--- src/rtl/uart_tx_arbiter_pkg.sv ---
// uart_tx_arbiter_pkg
// Shared definitions for the uart_tx arbiter slice:
//   - state_t      : arbiter FSM encoding (IDLE=0, LOAD=1, START=2, WAIT_DONE=3)
//   - DW_DEFAULT   : default data width, must match uart_tx
//   - N_DEFAULT    : default requester count
//   - CLK_HZ, BAUD, CLKS_PER_BIT : baud constants used with uart_tx
// Configuration macro: UART_TX_ARBITER_RR_EN (round-robin when defined,
// fixed lowest-index priority otherwise).
package uart_tx_arbiter_pkg;

    localparam int DW_DEFAULT   = 8;
    localparam int N_DEFAULT    = 4;

    localparam int CLK_HZ       = 50_000_000;
    localparam int BAUD         = 115_200;
    localparam int CLKS_PER_BIT = CLK_HZ / BAUD;

    typedef enum logic [1:0] {
        IDLE      = 2'd0,
        LOAD      = 2'd1,
        START     = 2'd2,
        WAIT_DONE = 2'd3
    } state_t;

endpackage

--- src/rtl/uart_tx_arbiter_if.sv ---
// uart_tx_arbiter_if
// Bundles the requester side and the uart_tx side of the arbiter.
//   req      : level request per requester
//   data     : flattened requester bytes, requester i at [i*DW +: DW]
//   ack      : one-cycle capture pulse per requester
//   grant    : one-hot current owner of the transmitter
//   busy     : arbiter not idle
//   tx_start : start strobe to uart_tx
//   tx_data  : registered byte to uart_tx
//   tx_ready : uart_tx idle / able to accept a byte
// Modports:
//   master : the arbiter itself
//   slave  : requesters plus transmitter (the environment)
interface uart_tx_arbiter_if
    import uart_tx_arbiter_pkg::*;
#(
    parameter int N  = N_DEFAULT,
    parameter int DW = DW_DEFAULT
) ();

    logic [N-1:0]    req;
    logic [N*DW-1:0] data;
    logic [N-1:0]    ack;
    logic [N-1:0]    grant;
    logic            busy;
    logic            tx_start;
    logic [DW-1:0]   tx_data;
    logic            tx_ready;

    modport master (
        input  req, data, tx_ready,
        output ack, grant, busy, tx_start, tx_data
    );

    modport slave (
        output req, data, tx_ready,
        input  ack, grant, busy, tx_start, tx_data
    );

endinterface

--- src/rtl/uart_tx_arbiter_rr_pick.sv ---
// uart_tx_arbiter_rr_pick
// Combinational winner selection.
//   req : pending requests
//   ptr : search start index (only with UART_TX_ARBITER_RR_EN)
//   win : one-hot winner, zero when req is zero
// With UART_TX_ARBITER_RR_EN the search starts at ptr and wraps modulo N;
// without it the lowest set index wins.
module uart_tx_arbiter_rr_pick #(
    parameter int N = 4
) (
    input  logic [N-1:0]         req,
`ifdef UART_TX_ARBITER_RR_EN
    input  logic [$clog2(N)-1:0] ptr,
`endif
    output logic [N-1:0]         win
);

`ifdef UART_TX_ARBITER_RR_EN
    always_comb begin
        logic found;
        int   idx;
        win   = '0;
        found = 1'b0;
        idx   = 0;
        for (int k = 0; k < N; k++) begin
            idx = (int'(ptr) + k) % N;
            if (!found && req[idx]) begin
                win[idx] = 1'b1;
                found    = 1'b1;
            end
        end
    end
`else
    always_comb begin
        logic found;
        win   = '0;
        found = 1'b0;
        for (int k = 0; k < N; k++) begin
            if (!found && req[k]) begin
                win[k] = 1'b1;
                found  = 1'b1;
            end
        end
    end
`endif

endmodule

--- src/rtl/uart_tx_arbiter.sv ---
// uart_tx_arbiter
// Shares one uart_tx between N byte requesters. A winner is picked in IDLE,
// its byte is captured and acknowledged in LOAD, tx_start is held in START
// until the transmitter goes busy, and ownership is kept in WAIT_DONE until
// the transmitter reports ready again.
// Ports:
//   clk  : system clock
//   rst  : asynchronous active-high reset
//   bus  : uart_tx_arbiter_if.master (req/data/ack/grant/busy/tx_*)
// Configuration macro: UART_TX_ARBITER_RR_EN selects round-robin; default
// build is fixed priority (lowest index wins, no pointer).
module uart_tx_arbiter
    import uart_tx_arbiter_pkg::*;
#(
    parameter int N  = N_DEFAULT,
    parameter int DW = DW_DEFAULT
) (
    input  logic              clk,
    input  logic              rst,
    uart_tx_arbiter_if.master bus
);

    state_t        state, state_d;
    logic [N-1:0]  win, win_d;        // winner latched in IDLE, used in LOAD
    logic [N-1:0]  pick;
    logic [N-1:0]  ack_q, ack_d;
    logic [N-1:0]  grant_q, grant_d;
    logic          tx_start_q, tx_start_d;
    logic [DW-1:0] tx_data_q, tx_data_d;

`ifdef UART_TX_ARBITER_RR_EN
    localparam int PW = $clog2(N);
    logic [PW-1:0] ptr, ptr_d;

    uart_tx_arbiter_rr_pick #(.N(N)) u_pick (
        .req (bus.req),
        .ptr (ptr),
        .win (pick)
    );
`else
    uart_tx_arbiter_rr_pick #(.N(N)) u_pick (
        .req (bus.req),
        .win (pick)
    );
`endif

    always_ff @(posedge clk or posedge rst) begin
        if (rst) begin
            state      <= IDLE;
            win        <= '0;
            ack_q      <= '0;
            grant_q    <= '0;
            tx_start_q <= 1'b0;
            tx_data_q  <= '0;
`ifdef UART_TX_ARBITER_RR_EN
            ptr        <= '0;
`endif
        end else begin
            state      <= state_d;
            win        <= win_d;
            ack_q      <= ack_d;
            grant_q    <= grant_d;
            tx_start_q <= tx_start_d;
            tx_data_q  <= tx_data_d;
`ifdef UART_TX_ARBITER_RR_EN
            ptr        <= ptr_d;
`endif
        end
    end

    always_comb begin
        state_d    = state;
        win_d      = win;
        ack_d      = '0;              // ack is a single-cycle pulse
        grant_d    = grant_q;
        tx_start_d = tx_start_q;
        tx_data_d  = tx_data_q;       // holds after the frame until next LOAD
`ifdef UART_TX_ARBITER_RR_EN
        ptr_d      = ptr;
`endif
        case (state)
            IDLE: begin
                // Requests are only looked at here; a busy transmitter blocks
                // arbitration entirely.
                if ((|bus.req) && bus.tx_ready) begin
                    win_d   = pick;
                    state_d = LOAD;
                end
            end
            LOAD: begin
                grant_d = win;
                ack_d   = win;
                for (int i = 0; i < N; i++) begin
                    if (win[i]) begin
                        tx_data_d = bus.data[i*DW +: DW];
`ifdef UART_TX_ARBITER_RR_EN
                        ptr_d = (i == N - 1) ? '0 : PW'(i + 1);
`endif
                    end
                end
                state_d = START;
            end
            START: begin
                // tx_start must have been seen high for a cycle before a low
                // tx_ready counts as the transmitter accepting the byte.
                if (tx_start_q && !bus.tx_ready) begin
                    tx_start_d = 1'b0;
                    state_d    = WAIT_DONE;
                end else begin
                    tx_start_d = 1'b1;
                end
            end
            WAIT_DONE: begin
                tx_start_d = 1'b0;
                if (bus.tx_ready) begin
                    grant_d = '0;
                    state_d = IDLE;
                end
            end
            default: state_d = IDLE;
        endcase
    end

    assign bus.ack      = ack_q;
    assign bus.grant    = grant_q;
    assign bus.busy     = (state != IDLE);
    assign bus.tx_start = tx_start_q;
    assign bus.tx_data  = tx_data_q;

endmodule
--- src/flat_wrapper.sv ---
// flat-port wrapper written by rule: the top's interface ports become plain ports
module uart_tx_arbiter_flat import uart_tx_arbiter_pkg::*;
#(
    parameter int N  = N_DEFAULT,
    parameter int DW = DW_DEFAULT
)
  (clk, rst, bus_req, bus_data, bus_tx_ready, bus_ack, bus_grant, bus_busy, bus_tx_start, bus_tx_data);
  uart_tx_arbiter_if #(.N(N), .DW(DW)) bus_i ();
  input  logic clk;
  input  logic rst;
  input wire logic [$bits(bus_i.req)-1:0] bus_req;
  input wire logic [$bits(bus_i.data)-1:0] bus_data;
  input wire logic [$bits(bus_i.tx_ready)-1:0] bus_tx_ready;
  output wire logic [$bits(bus_i.ack)-1:0] bus_ack;
  output wire logic [$bits(bus_i.grant)-1:0] bus_grant;
  output wire logic [$bits(bus_i.busy)-1:0] bus_busy;
  output wire logic [$bits(bus_i.tx_start)-1:0] bus_tx_start;
  output wire logic [$bits(bus_i.tx_data)-1:0] bus_tx_data;
  assign bus_i.req = bus_req;
  assign bus_i.data = bus_data;
  assign bus_i.tx_ready = bus_tx_ready;
  assign bus_ack = bus_i.ack;
  assign bus_grant = bus_i.grant;
  assign bus_busy = bus_i.busy;
  assign bus_tx_start = bus_i.tx_start;
  assign bus_tx_data = bus_i.tx_data;
  uart_tx_arbiter #(.N(N), .DW(DW)) u_core (.clk(clk), .rst(rst), .bus(bus_i));
endmodule
--- config.mk ---
export PLATFORM = sky130hd
export DESIGN_NAME = uart_tx_arbiter_flat
export DESIGN_NICKNAME = d
export VERILOG_FILES = /design/src/rtl/uart_tx_arbiter_pkg.sv /design/src/rtl/uart_tx_arbiter_if.sv /design/src/rtl/uart_tx_arbiter_rr_pick.sv /design/src/rtl/uart_tx_arbiter.sv /design/src/flat_wrapper.sv
export SDC_FILE = /design/constraint.sdc
export NUM_CORES = 1
export LEC_CHECK = 0
export ABC_CLOCK_PERIOD_IN_PS = 2100
export CAP_MARGIN = 10
export CORE_UTILIZATION = 36
export DETAILED_ROUTE_END_ITERATION = 6
export GPL_TIMING_DRIVEN = 0
export PLACE_DENSITY = 0.71
export SLEW_MARGIN = 20
export SYNTH_ARGS = -nofsm -noshare
export SYNTH_HDL_FRONTEND = slang
export SYNTH_SLANG_ARGS = --single-unit
--- constraint.sdc ---
create_clock -name clk -period 2.1 [get_ports clk]
set_clock_uncertainty 0.15 [all_clocks]
set_input_delay 0.315 -clock clk [delete_from_list [all_inputs] [get_ports clk]]
set_output_delay 0.315 -clock clk [all_outputs]
set_load 0.05 [all_outputs]
# After elaboration in Yosys (flattened, before gate mapping)
# Index checks and enable logic that the tools add are counted.
dict set report totals {
  out_inout_bits 18
  elab_cells 50
  regBits 23
  inputBits 39
}
dict set report classes {
  muxes 19
  n_reduce_logical 19
  n_eq_ne 6
}
# op n
set op_table {}
lappend op_table {{$mux 8} 4}
lappend op_table {{$mux 4} 2}
lappend op_table {{$pmux 2 s4} 1}
lappend op_table {{$pmux 4 s2} 1}
lappend op_table {{$mux 1} 7}
lappend op_table {{$mux 2} 3}
lappend op_table {{$reduce_and 2->1} 3}
lappend op_table {{$reduce_bool 2->1} 3}
lappend op_table {{$logic_and 1x1->1} 5}
lappend op_table {{$eq 2x2->1 const B} 2}
lappend op_table {{$logic_not 1->1} 4}
lappend op_table {{$ne 2x1->1 const B} 2}
lappend op_table {{$reduce_bool 4->1} 1}
lappend op_table {{$reduce_or 4->1} 1}
lappend op_table {{$reduce_and 3->1} 1}
lappend op_table {{$eq 2x1->1 const B} 1}
lappend op_table {{$logic_not 2->1} 1}
lappend op_table {{$ne 2x2->1 const B} 1}
lappend op_table {{$pmux 1 s2} 1}

# Logic depth before layout (Yosys ltp)
dict set report logic_depth {
  word_depth 10
  ltp_mapped 6
  mapped_depth_nobuf 5
}

# Cells and area by module
# From an unflattened synthesis, not the netlist that was laid out.
dict set report unflattened {
  cells_unflattened 123
  hier_area_um2 1283.7
}
# mod cells_each instances seq_area_each_um2 area_each_um2
set modules_own_cells {}
lappend modules_own_cells {uart_tx_arbiter 119 1 575.6 1247.4}
lappend modules_own_cells {uart_tx_arbiter_rr_pick 4 1 0.0 36.3}

# Worst setup path before layout
# OpenSTA, ideal clock, no wires.
dict set report synth_timing {
  path_type {register to register}
  startpoint {reg u_core.state[0]}
  endpoint {reg u_core.state[1]}
  t_required_ps 1822
  arrival_time_ps 1471
  n_path_buf 1
  setup_time_ps 128
  path_slack_ps 351
  synth_period_minus_slack_ps 1749
  stages_incl_launch_ff 7
  cell_sequence {dfrtp_1 > inv_1 > ha_1 > buf_2 > o21ba_1 > a221oi_2 > mux2_1}
}
dict set report synth_via {
  elab_chain_cells 3
  elab_cells_between_ends 9
  classes_between {6 x eq/ne; 1 x mux; 2 x reduce/logical}
}
# element line_no
set synth_rtl {}
lappend synth_rtl {{start, declared} uart_tx_arbiter.sv:23} ;# state_t state, state_d;
lappend synth_rtl {{start signal, assigned} uart_tx_arbiter.sv:59} ;# state <= state_d;
lappend synth_rtl {{$eq 2x2->1 or $logic_not 2->1 (tied branches)} uart_tx_arbiter.sv:81} ;# case (state)
lappend synth_rtl {{$ne 2x1->1 (no source line) or $ne 2x2->1 (tied branches)} -}
lappend synth_rtl {{$reduce_and 3->1 (no source line)} -}
# Parallel ways exist; a longest one is shown, timed or not.
# A chain may end at the register's enable or synchronous reset.

# Worst setup path in the final report
dict set report layout_timing {
  startpoint {reg u_core.grant_q[3] (netlist: u_core.bus.grant[3])}
  endpoint {out bus_grant[3]}
}
# element line_no
set layout_rtl {}
lappend layout_rtl {{start, declared} uart_tx_arbiter.sv:27} ;# logic [N-1:0] grant_q, grant_d;
lappend layout_rtl {{start signal, assigned} uart_tx_arbiter.sv:62} ;# grant_q <= grant_d;
lappend layout_rtl {{end, declared} flat_wrapper.sv:15} ;# output wire logic [$bits(bus_i.grant)-1:0] bus_grant;
# No word-level cell between the ends.

==> parameters.txt <==
Parameter                              Value

Pwr
  Final Total Pwr    roughly 0.0027 W
  Peak VDD IR    between 0.9 and 1 mV
  Power density over the cells    about 1400 nW/um^2
  LEAKAGE    about 0.77 nW

Job
  Number of max-capacitance violations reported    0

Setup path
  CP max stage delay    0.82 ns
  Crit end category    output port
  CP startpoint    u_core.bus.grant[3]
  CP max FO    3
  Cell family with the largest share of critical-path delay    buffers and inverters
  Worst setup path class    flip-flop to output port
  CP Data Arrival Time    1.54 ns
  Launching element type of the critical path    flip-flop
  Ordered list of cells on the worst path    clkdlybuf4s50_1
  Crit-path slowest cell    sky130_fd_sc_hd__clkdlybuf4s50_1
  Reg-to-reg slack, setup    approximately 0.17 ns
  Startpoint of the worst register-to-register path    u_core.state[0]
  Critical path buffers and inverters    1
  Worst endpoint required time    about 1.6 ns

Finish
  Final standard cell utilization of the core    0.569
  Diode count    0
  Final standard cell count with taps included and fillers excluded    between 200 and 250
  Fraction of final layout cells with drive strength greater than 1    0.0934
  Final Net Count    between 200 and 250
  Syn-to-layout area delta    50.2%

Timing
  Final Worst Setup Slack    around 0.094 ns
  Unrepaired setup endpoints after global routing    no
  Setup TNS    0 ns
  Worst-margin pin slew    ~0.87 ns
  Relative max-transition margin    0.420
  Part of the cycle the worst path needs    0.955
  Time the worst path needs with I/O delays and setup    about 2.0 ns
  Number of max-slew violations in the final report    0
  Final hold violations    0
  Final setup violation count    0
  FMAX    approximately 500 MHz

Drt
  Detailed-route wire length    roughly 3.3 mm
  Initial detailed-routing violation count    56
  Remaining routing DRC violations    0
  Average wire length per cell after detail routing    14.3 um
  Via total after detailed routing    around 1100
  Via density    between 5 and 6
  Number of search-and-repair iterations in the first detailed-routing pass    4
  Count of nets left with antenna violations after detail routing    0

Synthesis
  Dominant cell type by area after synthesis    sky130_fd_sc_hd__dfrtp_1
  Register bit total from synthesis    23
  Share of Yosys cell area claimed by the top area cell type    0.452
  Fraction of registers with async set or reset after synthesis    1.00
  Post-synthesis cell type count    33
  Most frequently used flop master after synthesis    sky130_fd_sc_hd__dfrtp_1
  Mapped Area    between 1000 and 1500 um^2
  Cells after synthesis    about 120
  Synthesized netlist net count    approximately 170
  Count of warnings emitted by yosys    0
  Leading post-synthesis cells by cell area    sky130_fd_sc_hd__dfrtp_1, sky130_fd_sc_hd__mux2_1, sky130_fd_sc_hd__o211ai_1
  Mean post-synth cell area    ~10 um^2
  Sequential share of the synthesized area    0.452
  EDFF count, synth    0

Clocking
  Clock-pin slew of the registers on the worst-case setup and hold paths    0.13 ns
  Num CTS Buffers    3
  Root cell of the clock tree    sky130_fd_sc_hd__clkbuf_4
  Hold buffers post-CTS    0
  CTS tree    yes
  H-Tree Depth    1
  Number of sinks handled by clock tree synthesis    23
  Worst-case clock buffer depth    2
  Clock insertion delay at the later pin of the skew report    ~0.30 ns

GRT
  Largest net degree at the start of global routing    24
  Total GRT Usage    0.176
  Final global-route overflow total    0
  Global-route wire length before repair    4.87 mm
  Number of antenna violations at the first check in global routing    0
  Via count of the first global-routing pass    1119

Outcome
  Outcome    complete, no violations

Floorplanning
  FP Rows    21
  Die W    61.5 um
  Die Height    ~61 um
  Core region area    between 3000 and 4000 um^2
  Starting density of the core    0.379
  Total die area    between 3000 and 4000 um^2
  Ports    57

Worst hold path
  Tightest Hold Check Type    input port to async pin

Place
  Detailed Place HPWL    2.46 mm
  Port Buffer Count    56
  Setup slack after placement    -0.0386 ns
  Last weighted congestion value of the routability-driven placer    0.780
  Post-Place Cells    around 220
[cell type report]
type	instances	area [um^2]
clock buffer	4	26.3
multi-input combinational	85	628
inverter	8	30.0
tap	46	57.6
sequential	23	576
timing repair buffer	56	556
fill	293	1450
buffer	6	40.0
[stage by stage]
stage	cell area (um^2)	hold slack (ns)
floorplan	1270	0.167
global placement	1890	0.339
detailed placement	1890	0.346
CTS	1920	0.354
global route	1910	0.398
finish	1910	0.320
[cells in the mapped netlist, drive strengths merged (2+ instances only)]
| master | number |
|---|---|
| o211ai | 8 |
| nor2 | 14 |
| inv | 7 |
| mux2 | 10 |
| o21ai | 4 |
| buf | 4 |
| dfrtp | 23 |
| clkbuf | 2 |
| or2b | 7 |
| and2 | 2 |
| nand2b | 2 |
| nand2 | 10 |
| a31oi | 8 |
| ha | 4 |
| nand4 | 2 |
| a22o | 3 |
[worst reg2reg max path: cells and delay by family (launching register included)]
kind,cells,cell delay (ns)
AO/OA/AOI/OAI,2,0.44
adder cells (fa/ha/maj),1,0.21
buffers and inverters,2,0.26
flip-flops,1,0.42
multiplexers,1,0.35
[state kept, by name, summed over array words and instances, names as in the netlist]
name,count
u_core.bus.ack,4
u_core.bus.grant,4
u_core.bus.tx_data,8
u_core.bus.tx_start,1
u_core.state,2
u_core.win,4
[cell families after synthesis]
logic type / synth area share
simple gates: 0.171
mux: 0.0963
fa+ha+maj: 0.0393
compound gates: 0.187
buf+inv: 0.0550
flops: 0.452
[what timing repair did]
item | in CTS | in global routing
setup endpoints to repair | 1 | 1
hold endpoints to repair | 0 | 0
resized for setup | 3 | 2
pin swaps | 0 | 0
buffers inserted | 0 | 0
[worst paths after layout]
kind                                    endpoint  depth (start not counted)
setup / recovery                    bus_grant[3]                          1
hold / removal             u_core.bus.tx_data[0]                          2
setup reg to reg                 u_core.state[1]                          6
hold reg to reg              u_core.bus.grant[2]                          1
max in group asynchronous    u_core.bus.tx_start                          2
min in group clk             u_core.bus.grant[2]                          1
[where the power goes]
group / switching (W) / total (W) / internal [W]
clock: 0.000132 / 0.000206 / 0.0000741
sequential: 0.000116 / 0.000743 / 0.000627
combinational: 0.00106 / 0.00175 / 0.000692
total: 0.00131 / 0.00270 / 0.00139
[metal layers]
metal / vias up / global-route usage / share of wire
met5: - / 0 / 0
met4: 0 / 0.0413 / 0.011
met3: 6 / 0.0483 / 0.085
met2: 53 / 0.323 / 0.48
met1: 538 / 0.202 / 0.43
li1: 552 / - / -
[cell usage in the layout (no fill, tap or decap), types with 3 or more instances in the layout]
cell,Yosys,routed
sky130_fd_sc_hd__clkbuf_1,2,3
sky130_fd_sc_hd__clkdlybuf4s50_1,0,55
sky130_fd_sc_hd__or2b_1,7,7
sky130_fd_sc_hd__a31oi_1,6,6
sky130_fd_sc_hd__a22o_1,3,3
sky130_fd_sc_hd__mux2_1,8,8
sky130_fd_sc_hd__buf_2,2,3
sky130_fd_sc_hd__ha_1,4,4
sky130_fd_sc_hd__o21ai_1,3,3
sky130_fd_sc_hd__inv_1,7,7
sky130_fd_sc_hd__o211ai_1,8,8
sky130_fd_sc_hd__clkbuf_4,0,3
sky130_fd_sc_hd__dfrtp_1,23,23
sky130_fd_sc_hd__nand2_1,10,10
sky130_fd_sc_hd__nor2_1,12,12
Note: power is estimated with default switching activity, not from simulation.
